### src/rtl/axi4_burst_addr_gen_pkg.sv
// rtl/axi4_burst_addr_gen_pkg.sv - shared burst/size encodings, widths and boundary constants
package axi4_burst_addr_gen_pkg;

  typedef enum logic [1:0] {
    BURST_FIXED    = 2'b00,
    BURST_INCR     = 2'b01,
    BURST_WRAP     = 2'b10,
    BURST_RESERVED = 2'b11
  } burst_e;

  typedef enum logic [2:0] {
    SIZE_1B   = 3'd0,
    SIZE_2B   = 3'd1,
    SIZE_4B   = 3'd2,
    SIZE_8B   = 3'd3,
    SIZE_16B  = 3'd4,
    SIZE_32B  = 3'd5,
    SIZE_64B  = 3'd6,
    SIZE_128B = 3'd7
  } size_e;

  typedef enum logic {
    ST_IDLE = 1'b0,
    ST_RUN  = 1'b1
  } state_e;

  localparam int DEF_ADDR_WIDTH = 16;
  localparam int DEF_DATA_WIDTH = 32;
  localparam int DEF_LEN_WIDTH  = 8;
  localparam int DEF_ID_WIDTH   = 4;
  localparam int STROBE_WIDTH   = DEF_DATA_WIDTH / 8;
  localparam int BOUNDARY_4KB   = 4096;
  localparam int BOUNDARY_LSB   = 12;

  function automatic int strobe_width(input int data_width);
    return data_width / 8;
  endfunction

endpackage

### src/rtl/axi4_burst_addr_gen_if.sv
// rtl/axi4_burst_addr_gen_if.sv - command and beat descriptor bundle
interface axi4_burst_addr_gen_if #(
  parameter int ADDR_WIDTH = axi4_burst_addr_gen_pkg::DEF_ADDR_WIDTH,
  parameter int DATA_WIDTH = axi4_burst_addr_gen_pkg::DEF_DATA_WIDTH,
  parameter int LEN_WIDTH  = axi4_burst_addr_gen_pkg::DEF_LEN_WIDTH,
  parameter int ID_WIDTH   = axi4_burst_addr_gen_pkg::DEF_ID_WIDTH
) ();
  import axi4_burst_addr_gen_pkg::*;

  logic                    cmd_valid;
  logic                    cmd_ready;
  logic [ID_WIDTH-1:0]     cmd_id;
  logic [ADDR_WIDTH-1:0]   cmd_addr;
  logic [LEN_WIDTH-1:0]    cmd_len;
  logic [2:0]              cmd_size;
  burst_e                  cmd_burst;
  logic                    cmd_err;

  logic                    beat_valid;
  logic                    beat_ready;
  logic [ID_WIDTH-1:0]     beat_id;
  logic [ADDR_WIDTH-1:0]   beat_addr;
  logic [DATA_WIDTH/8-1:0] beat_strb;
  logic [LEN_WIDTH-1:0]    beat_idx;
  logic                    beat_last;

  modport master (
    output cmd_valid, cmd_id, cmd_addr, cmd_len, cmd_size, cmd_burst, beat_ready,
    input  cmd_ready, cmd_err, beat_valid, beat_id, beat_addr, beat_strb, beat_idx, beat_last
  );

  modport slave (
    input  cmd_valid, cmd_id, cmd_addr, cmd_len, cmd_size, cmd_burst, beat_ready,
    output cmd_ready, cmd_err, beat_valid, beat_id, beat_addr, beat_strb, beat_idx, beat_last
  );

endinterface

### src/rtl/axi4_beat_strobe_gen.sv
// rtl/axi4_beat_strobe_gen.sv - next beat address and byte-lane strobes for one address
module axi4_beat_strobe_gen
  import axi4_burst_addr_gen_pkg::*;
#(
  parameter int ADDR_WIDTH = DEF_ADDR_WIDTH,
  parameter int STRB_WIDTH = STROBE_WIDTH
) (
  input  logic [ADDR_WIDTH-1:0] addr_i,
  input  logic [2:0]            size_i,
  input  burst_e                burst_i,
  input  logic [ADDR_WIDTH-1:0] wrap_lower_i,
  input  logic [ADDR_WIDTH-1:0] wrap_total_i,
  output logic [STRB_WIDTH-1:0] cur_strb_o,
  output logic [ADDR_WIDTH-1:0] next_addr_o,
  output logic [STRB_WIDTH-1:0] next_strb_o
);

  logic [ADDR_WIDTH-1:0] bytes_c;
  logic [ADDR_WIDTH-1:0] aligned_c;
  logic [ADDR_WIDTH-1:0] step_c;

  // Lanes from the address's own lane up to the top lane of its aligned slot.
  function automatic logic [STRB_WIDTH-1:0] lane_mask(input logic [ADDR_WIDTH-1:0] a,
                                                      input logic [2:0] sz);
    logic [ADDR_WIDTH-1:0] nbytes;
    logic [ADDR_WIDTH-1:0] lo;
    logic [ADDR_WIDTH-1:0] hi;
    logic [STRB_WIDTH-1:0] m;
    nbytes = ADDR_WIDTH'(1) << sz;
    lo     = a & ADDR_WIDTH'(STRB_WIDTH - 1);
    hi     = ((a & ~(nbytes - ADDR_WIDTH'(1))) & ADDR_WIDTH'(STRB_WIDTH - 1)) + nbytes - ADDR_WIDTH'(1);
    for (int i = 0; i < STRB_WIDTH; i++) begin
      m[i] = (ADDR_WIDTH'(i) >= lo) && (ADDR_WIDTH'(i) <= hi);
    end
    return m;
  endfunction

  always_comb begin
    bytes_c     = ADDR_WIDTH'(1) << size_i;
    aligned_c   = addr_i & ~(bytes_c - ADDR_WIDTH'(1));
    step_c      = addr_i + bytes_c;
    next_addr_o = addr_i;
    case (burst_i)
      BURST_INCR: next_addr_o = aligned_c + bytes_c;
      BURST_WRAP: next_addr_o = (step_c == wrap_lower_i + wrap_total_i) ? wrap_lower_i : step_c;
      default:    next_addr_o = addr_i;
    endcase
  end

  assign cur_strb_o  = lane_mask(addr_i, size_i);
  assign next_strb_o = lane_mask(next_addr_o, size_i);

endmodule

### src/rtl/axi4_burst_addr_gen.sv
// rtl/axi4_burst_addr_gen.sv - AXI4 burst command to per-beat address/strobe descriptors
module axi4_burst_addr_gen
  import axi4_burst_addr_gen_pkg::*;
#(
  parameter int ADDR_WIDTH = DEF_ADDR_WIDTH,
  parameter int DATA_WIDTH = DEF_DATA_WIDTH,
  parameter int LEN_WIDTH  = DEF_LEN_WIDTH,
  parameter int ID_WIDTH   = DEF_ID_WIDTH
) (
  input logic                  aclk,
  input logic                  aresetn,
  axi4_burst_addr_gen_if.slave bus
);

  localparam int STRB_W = strobe_width(DATA_WIDTH);
  typedef logic [ADDR_WIDTH-1:0] addr_t;

  state_e               state_q;
  logic                 cmd_ready_q, cmd_err_q, beat_valid_q, beat_last_q;
  addr_t                beat_addr_q, wrap_lower_q, wrap_total_q;
  logic [STRB_W-1:0]    beat_strb_q;
  logic [LEN_WIDTH-1:0] beat_idx_q, len_q;
  logic [ID_WIDTH-1:0]  beat_id_q;
  logic [2:0]           size_q;
  burst_e               burst_q;

  addr_t                bytes_c, aligned_c, span_c, incr_end_c, gen_addr_c, next_addr_c;
  logic                 illegal_c;
  logic [2:0]           gen_size_c;
  burst_e               gen_burst_c;
  logic [STRB_W-1:0]    cur_strb_c, next_strb_c;
  logic [LEN_WIDTH-1:0] next_idx_c;

  // span_c is both the INCR footprint and the WRAP container size.
  always_comb begin
    bytes_c    = addr_t'(1) << bus.cmd_size;
    aligned_c  = bus.cmd_addr & ~(bytes_c - addr_t'(1));
    span_c     = (addr_t'(bus.cmd_len) + addr_t'(1)) << bus.cmd_size;
    incr_end_c = aligned_c + span_c - addr_t'(1);
    illegal_c  = 1'b0;
    if ((32'd1 << bus.cmd_size) > 32'(STRB_W))
      illegal_c = 1'b1;
    if (bus.cmd_burst == BURST_RESERVED)
      illegal_c = 1'b1;
    if (bus.cmd_burst == BURST_WRAP &&
        !(bus.cmd_len inside {LEN_WIDTH'(1), LEN_WIDTH'(3), LEN_WIDTH'(7), LEN_WIDTH'(15)}))
      illegal_c = 1'b1;
    if (bus.cmd_burst == BURST_WRAP && (bus.cmd_addr & (bytes_c - addr_t'(1))) != '0)
      illegal_c = 1'b1;
    if (bus.cmd_burst == BURST_INCR &&
        bus.cmd_addr[ADDR_WIDTH-1:BOUNDARY_LSB] != incr_end_c[ADDR_WIDTH-1:BOUNDARY_LSB])
      illegal_c = 1'b1;
  end

  // One generator: in IDLE it strobes the incoming start address, in RUN it steps the current beat.
  assign gen_addr_c  = (state_q == ST_RUN) ? beat_addr_q : bus.cmd_addr;
  assign gen_size_c  = (state_q == ST_RUN) ? size_q      : bus.cmd_size;
  assign gen_burst_c = (state_q == ST_RUN) ? burst_q     : bus.cmd_burst;
  assign next_idx_c  = beat_idx_q + LEN_WIDTH'(1);

  axi4_beat_strobe_gen #(
    .ADDR_WIDTH (ADDR_WIDTH),
    .STRB_WIDTH (STRB_W)
  ) u_strobe (
    .addr_i       (gen_addr_c),
    .size_i       (gen_size_c),
    .burst_i      (gen_burst_c),
    .wrap_lower_i (wrap_lower_q),
    .wrap_total_i (wrap_total_q),
    .cur_strb_o   (cur_strb_c),
    .next_addr_o  (next_addr_c),
    .next_strb_o  (next_strb_c)
  );

  always_ff @(posedge aclk or negedge aresetn) begin
    if (!aresetn) begin
      state_q      <= ST_IDLE;
      cmd_ready_q  <= 1'b1;
      cmd_err_q    <= 1'b0;
      beat_valid_q <= 1'b0;
      beat_last_q  <= 1'b0;
      beat_addr_q  <= '0;
      beat_strb_q  <= '0;
      beat_idx_q   <= '0;
      beat_id_q    <= '0;
      len_q        <= '0;
      size_q       <= '0;
      burst_q      <= BURST_FIXED;
      wrap_lower_q <= '0;
      wrap_total_q <= '0;
    end else begin
      cmd_err_q <= 1'b0;
      case (state_q)
        ST_IDLE: begin
          if (bus.cmd_valid) begin
            if (illegal_c) begin
              cmd_err_q <= 1'b1;
            end else begin
              state_q      <= ST_RUN;
              cmd_ready_q  <= 1'b0;
              beat_valid_q <= 1'b1;
              beat_addr_q  <= bus.cmd_addr;
              beat_strb_q  <= cur_strb_c;
              beat_idx_q   <= '0;
              beat_id_q    <= bus.cmd_id;
              beat_last_q  <= (bus.cmd_len == '0);
              len_q        <= bus.cmd_len;
              size_q       <= bus.cmd_size;
              burst_q      <= bus.cmd_burst;
              wrap_lower_q <= bus.cmd_addr & ~(span_c - addr_t'(1));
              wrap_total_q <= span_c;
            end
          end
        end
        ST_RUN: begin
          if (bus.beat_ready) begin
            if (beat_last_q) begin
              state_q      <= ST_IDLE;
              cmd_ready_q  <= 1'b1;
              beat_valid_q <= 1'b0;
              beat_last_q  <= 1'b0;
            end else begin
              beat_addr_q <= next_addr_c;
              beat_strb_q <= next_strb_c;
              beat_idx_q  <= next_idx_c;
              beat_last_q <= (next_idx_c == len_q);
            end
          end
        end
        default: state_q <= ST_IDLE;
      endcase
    end
  end

  assign bus.cmd_ready  = cmd_ready_q;
  assign bus.cmd_err    = cmd_err_q;
  assign bus.beat_valid = beat_valid_q;
  assign bus.beat_id    = beat_id_q;
  assign bus.beat_addr  = beat_addr_q;
  assign bus.beat_strb  = beat_strb_q;
  assign bus.beat_idx   = beat_idx_q;
  assign bus.beat_last  = beat_last_q;

endmodule

### src/flat_wrapper.sv
// flat-port wrapper written by rule: the top's interface ports become plain ports
module axi4_burst_addr_gen_flat import axi4_burst_addr_gen_pkg::*;
#(
  parameter int ADDR_WIDTH = DEF_ADDR_WIDTH,
  parameter int DATA_WIDTH = DEF_DATA_WIDTH,
  parameter int LEN_WIDTH  = DEF_LEN_WIDTH,
  parameter int ID_WIDTH   = DEF_ID_WIDTH
)
  (aclk, aresetn, bus_cmd_valid, bus_cmd_id, bus_cmd_addr, bus_cmd_len, bus_cmd_size, bus_cmd_burst, bus_beat_ready, bus_cmd_ready, bus_cmd_err, bus_beat_valid, bus_beat_id, bus_beat_addr, bus_beat_strb, bus_beat_idx, bus_beat_last);
  axi4_burst_addr_gen_if #(.ADDR_WIDTH(ADDR_WIDTH), .DATA_WIDTH(DATA_WIDTH), .LEN_WIDTH(LEN_WIDTH), .ID_WIDTH(ID_WIDTH)) bus_i ();
  input logic aclk;
  input logic aresetn;
  input wire logic [$bits(bus_i.cmd_valid)-1:0] bus_cmd_valid;
  input wire logic [$bits(bus_i.cmd_id)-1:0] bus_cmd_id;
  input wire logic [$bits(bus_i.cmd_addr)-1:0] bus_cmd_addr;
  input wire logic [$bits(bus_i.cmd_len)-1:0] bus_cmd_len;
  input wire logic [$bits(bus_i.cmd_size)-1:0] bus_cmd_size;
  input wire logic [$bits(bus_i.cmd_burst)-1:0] bus_cmd_burst;
  input wire logic [$bits(bus_i.beat_ready)-1:0] bus_beat_ready;
  output wire logic [$bits(bus_i.cmd_ready)-1:0] bus_cmd_ready;
  output wire logic [$bits(bus_i.cmd_err)-1:0] bus_cmd_err;
  output wire logic [$bits(bus_i.beat_valid)-1:0] bus_beat_valid;
  output wire logic [$bits(bus_i.beat_id)-1:0] bus_beat_id;
  output wire logic [$bits(bus_i.beat_addr)-1:0] bus_beat_addr;
  output wire logic [$bits(bus_i.beat_strb)-1:0] bus_beat_strb;
  output wire logic [$bits(bus_i.beat_idx)-1:0] bus_beat_idx;
  output wire logic [$bits(bus_i.beat_last)-1:0] bus_beat_last;
  assign bus_i.cmd_valid = bus_cmd_valid;
  assign bus_i.cmd_id = bus_cmd_id;
  assign bus_i.cmd_addr = bus_cmd_addr;
  assign bus_i.cmd_len = bus_cmd_len;
  assign bus_i.cmd_size = bus_cmd_size;
  assign bus_i.cmd_burst = bus_cmd_burst;
  assign bus_i.beat_ready = bus_beat_ready;
  assign bus_cmd_ready = bus_i.cmd_ready;
  assign bus_cmd_err = bus_i.cmd_err;
  assign bus_beat_valid = bus_i.beat_valid;
  assign bus_beat_id = bus_i.beat_id;
  assign bus_beat_addr = bus_i.beat_addr;
  assign bus_beat_strb = bus_i.beat_strb;
  assign bus_beat_idx = bus_i.beat_idx;
  assign bus_beat_last = bus_i.beat_last;
  axi4_burst_addr_gen #(.ADDR_WIDTH(ADDR_WIDTH), .DATA_WIDTH(DATA_WIDTH), .LEN_WIDTH(LEN_WIDTH), .ID_WIDTH(ID_WIDTH)) u_core (.aclk(aclk), .aresetn(aresetn), .bus(bus_i));
endmodule
### config.mk
export PLATFORM = sky130hd
export DESIGN_NAME = axi4_burst_addr_gen_flat
export DESIGN_NICKNAME = d
export VERILOG_FILES = /design/src/rtl/axi4_burst_addr_gen_pkg.sv /design/src/rtl/axi4_burst_addr_gen_if.sv /design/src/rtl/axi4_beat_strobe_gen.sv /design/src/rtl/axi4_burst_addr_gen.sv /design/src/flat_wrapper.sv
export SDC_FILE = /design/constraint.sdc
export NUM_CORES = 1
export LEC_CHECK = 0
export CAP_MARGIN = 0
export CORE_MARGIN = 2
export CORE_UTILIZATION = 35
export DETAILED_ROUTE_END_ITERATION = 10
export PLACE_DENSITY = 0.5
export SYNTH_ARGS = -nofsm -noshare
export SYNTH_HDL_FRONTEND = slang
export SYNTH_SLANG_ARGS = --single-unit
export TNS_END_PERCENT = 30
### constraint.sdc
create_clock -name aclk -period 9.1 [get_ports aclk]
set_clock_uncertainty 0.15 [all_clocks]
set_input_delay 1.365 -clock aclk [delete_from_list [all_inputs] [get_ports aclk]]
set_output_delay 1.365 -clock aclk [all_outputs]
set_load 0.005 [all_outputs]
==> run metrics <==
die height=between 150 and 200 um; Antenna Nets Post-Route=0; post-synth top area share=22.2%; Worst Hold Depth=2; EDFF count, synth=0; Slew Limit Headroom=between 30% and 40%; total power=2.62 mW; worst r2r dst=u_core.bus.beat_strb[2]$_DFFE_PN0P_; Worst VDD drop=about 0.000079 V; crit start category=input pin; hold-fix buffers at CTS=0; final WL=29.9 mm; Crit Reg-Reg Startpoint=u_core.state_q$_DFF_PN0_; leading cell type in the layout, fill and taps excluded=nand2_1; DR vias/cell=5.56; clock sink count=82; peak per-stage delay on the critical path=0.59 ns; met1 WL=14.3 mm; final hold slack=0.335 ns; R2R setup slack=1.32 ns; quantity of I/O buffers inserted on ports=72; CP required=9.19 ns; HP Class=reg2reg; layout cells sized above 1=8.97%; CP top delay family=simple AND/OR/NAND/NOR gates; cts bufs inserted=9; Max Fanout on Critical Path=8; Cells after Synth=roughly 1,100; Max Buffers Root-to-Sink=2; Slew @ Worst Pin=1.02 ns; vias post-DR=approximately 8,500; final hold vios=0; fin crit share=91.5%; largest net degree at the start of global routing=98; DRC violations left=0; Cell Pwr Density=roughly 250 nW/um^2; fin crit period=8.33 ns; Max Clock Freq=120 MHz; number of synthesized register bits=82; Max-cap violations=0; Ys Warns=0; Seq/Total Area, Yosys=22.5%; main flop type after synthesis=dfrtp_1; most frequent cells in the layout=127 x nand2_1, 83 x inv_1, 80 x dfrtp_1; status=finished clean; Arrival @ worst endpoint=8.42 ns; syn nets=1,262; mean area per synthesized cell=roughly 8 sq um; TritonRoute pass-1 iters=5; global route total overflow=0; Tot GR Track Use=22.7%; diodes inserted=0; PostCTS Resize Cnt=0; Final #Nets=1,307; vias in the first global route=about 8,300; fraction of registers with async set/reset=100%; Leak Pwr=between 4 and 5 nW; first-pass GRT wire length=47.4 mm; area grow syn2layout=14.8%; DR WL/cell=19.6 um; HPWL after detailed placement=23.2 mm; Worst-path clk slew=~0.080 ns; clk root buf=clkbuf_16; mapped cell area=between 9000 and 10,000 sq um; uppermost layer routed=met4; initial core utilization=35.4%; critical path class=in2reg; Worst Path Buf+Inv=3; R2R cell count=28; initial antenna violation count=1; Setup TNS=0 ns; H-tree depth=3; Worst setup EP type=flop; met2 wire length=13.2 mm; area of the die=between 20,000 and 30,000 sq um; setup violators final=0; Distinct cells, synth=just over 80; Std-Cell Rows=between 50 and 60; hold_sp=u_core.bus.cmd_ready$_DFFE_PN1P_; final core occ=40.6%; I/O pins=73; DR iter-0 viols=600; core box area=25,800 sq um; Die X=166 um; CP max stage cell=nor3_1; footprint of the multi-input gates=6520 sq um; CTS tree=yes; placer's final routability congestion estimate=around 0.88; final slew viol count=0; cell taking the most area after synthesis=dfrtp_1; RSZ-0062 raised after global routing=no; hold path endpoint=u_core.bus.cmd_ready$_DFFE_PN1P_; dominant cells by area after synthesis=dfrtp_1 22%, ha_1 11%, xnor2_1 5.9%; length of routed met3 wiring=1.62 mm; sequential standard cell area=between 2000 and 2500 sq um; Clock Latency Late Sink=0.36 ns; Fillers=2,722; postcts setup bufs=0
flip-flops by register name, indices dropped and copies added, names as in the netlist:
name,count
u_core.wrap_total_q,16
u_core.bus.beat_valid,1
u_core.bus.cmd_err,1
u_core.wrap_lower_q,16
u_core.state_q,1
u_core.bus.beat_idx,8
u_core.bus.beat_last,1
u_core.bus.beat_strb,4
u_core.bus.beat_addr,16
u_core.size_q,3
u_core.bus.beat_id,4
u_core.len_q,8
u_core.burst_q,2
u_core.bus.cmd_ready,1
worst min-delay path, cell delays in order (launching register included):
cell      delay [ns]
dfstp_2         0.37
inv_1           0.04
a21boi_0        0.07
power by group:
part,internal (mW),leakage (nW),switching [mW]
clock,0.193,0.138,0.194
sequential,0.490,1.02,0.142
combinational,0.725,3.31,0.878
total,1.41,4.47,1.21
metal layers:
layer,track usage (%),up-vias
met5,0,-
li1,-,4164
met4,7.45,0
met3,2.70,40
met1,32.9,4076
met2,34.9,214
worst max-delay path by stage:
stage / start / to / slack (ns) / cells after the start
finish: bus_cmd_size[0] / u_core.bus.beat_strb[2]$_DFFE_PN0P_ / 0.77 / 29
global route: bus_cmd_size[0] / u_core.bus.beat_strb[2]$_DFFE_PN0P_ / 0.25 / 28
detailed placement: bus_cmd_size[0] / u_core.bus.beat_strb[2]$_DFFE_PN0P_ / 0.52 / 30
CTS: bus_cmd_size[1] / u_core.bus.beat_strb[2]$_DFFE_PN0P_ / 0.88 / 29
global placement: bus_cmd_size[0] / u_core.bus.beat_strb[2]$_DFFE_PN0P_ / 0.62 / 29
floorplan: bus_cmd_size[1] / u_core.bus.beat_strb[2]$_DFFE_PN0P_ / 1.09 / 31
logic make-up after synthesis:
kind of cell / Yosys count / share of synthesized area (%)
AND/OR/NAND/NOR: 372 / 20.1
AO/OA/AOI/OAI: 297 / 21.3
buffers and inverters: 144 / 6.23
XOR/XNOR: 100 / 10.3
adder cells (fa/ha/maj): 83 / 11.6
flip-flops: 82 / 22.5
multiplexers: 65 / 8.06
final cells by class:
type	instances	area share, %
Multi-Input combinational cell	917	62.2
Sequential cell	82	19.6
Timing Repair Buffer	93	8.35
Tap cell	335	4.00
Inverter	85	3.07
Clock buffer	9	2.15
Clock inverter	7	0.656
cell usage after synthesis, types with 13 or more instances:
cell and number:
a211oi_1 16, a21o_1 14, a21oi_1 62, and2_1 14, clkbuf_1 47, dfrtp_1 81, ha_1 79, inv_1 83
mux2_2 38, mux2i_1 23, nand2_1 127, nand2b_1 13, nand3_1 38, nor2_1 77, nor3_1 22, o21ai_0 74
o22ai_1 17, xnor2_1 62, xor2_1 33
per-stage QoR:
stage               instance area (sq um)  setup WS [ns]  instances
global route                        10500          0.249       1528
detailed placement                  10200          0.523       1512
floorplan                            9140           1.09       1143
CTS                                 10500          0.883       1528
global placement                    10200          0.615       1512
finish                              10500          0.771       1528
No activity file was read; power rests on OpenSTA's default activity.
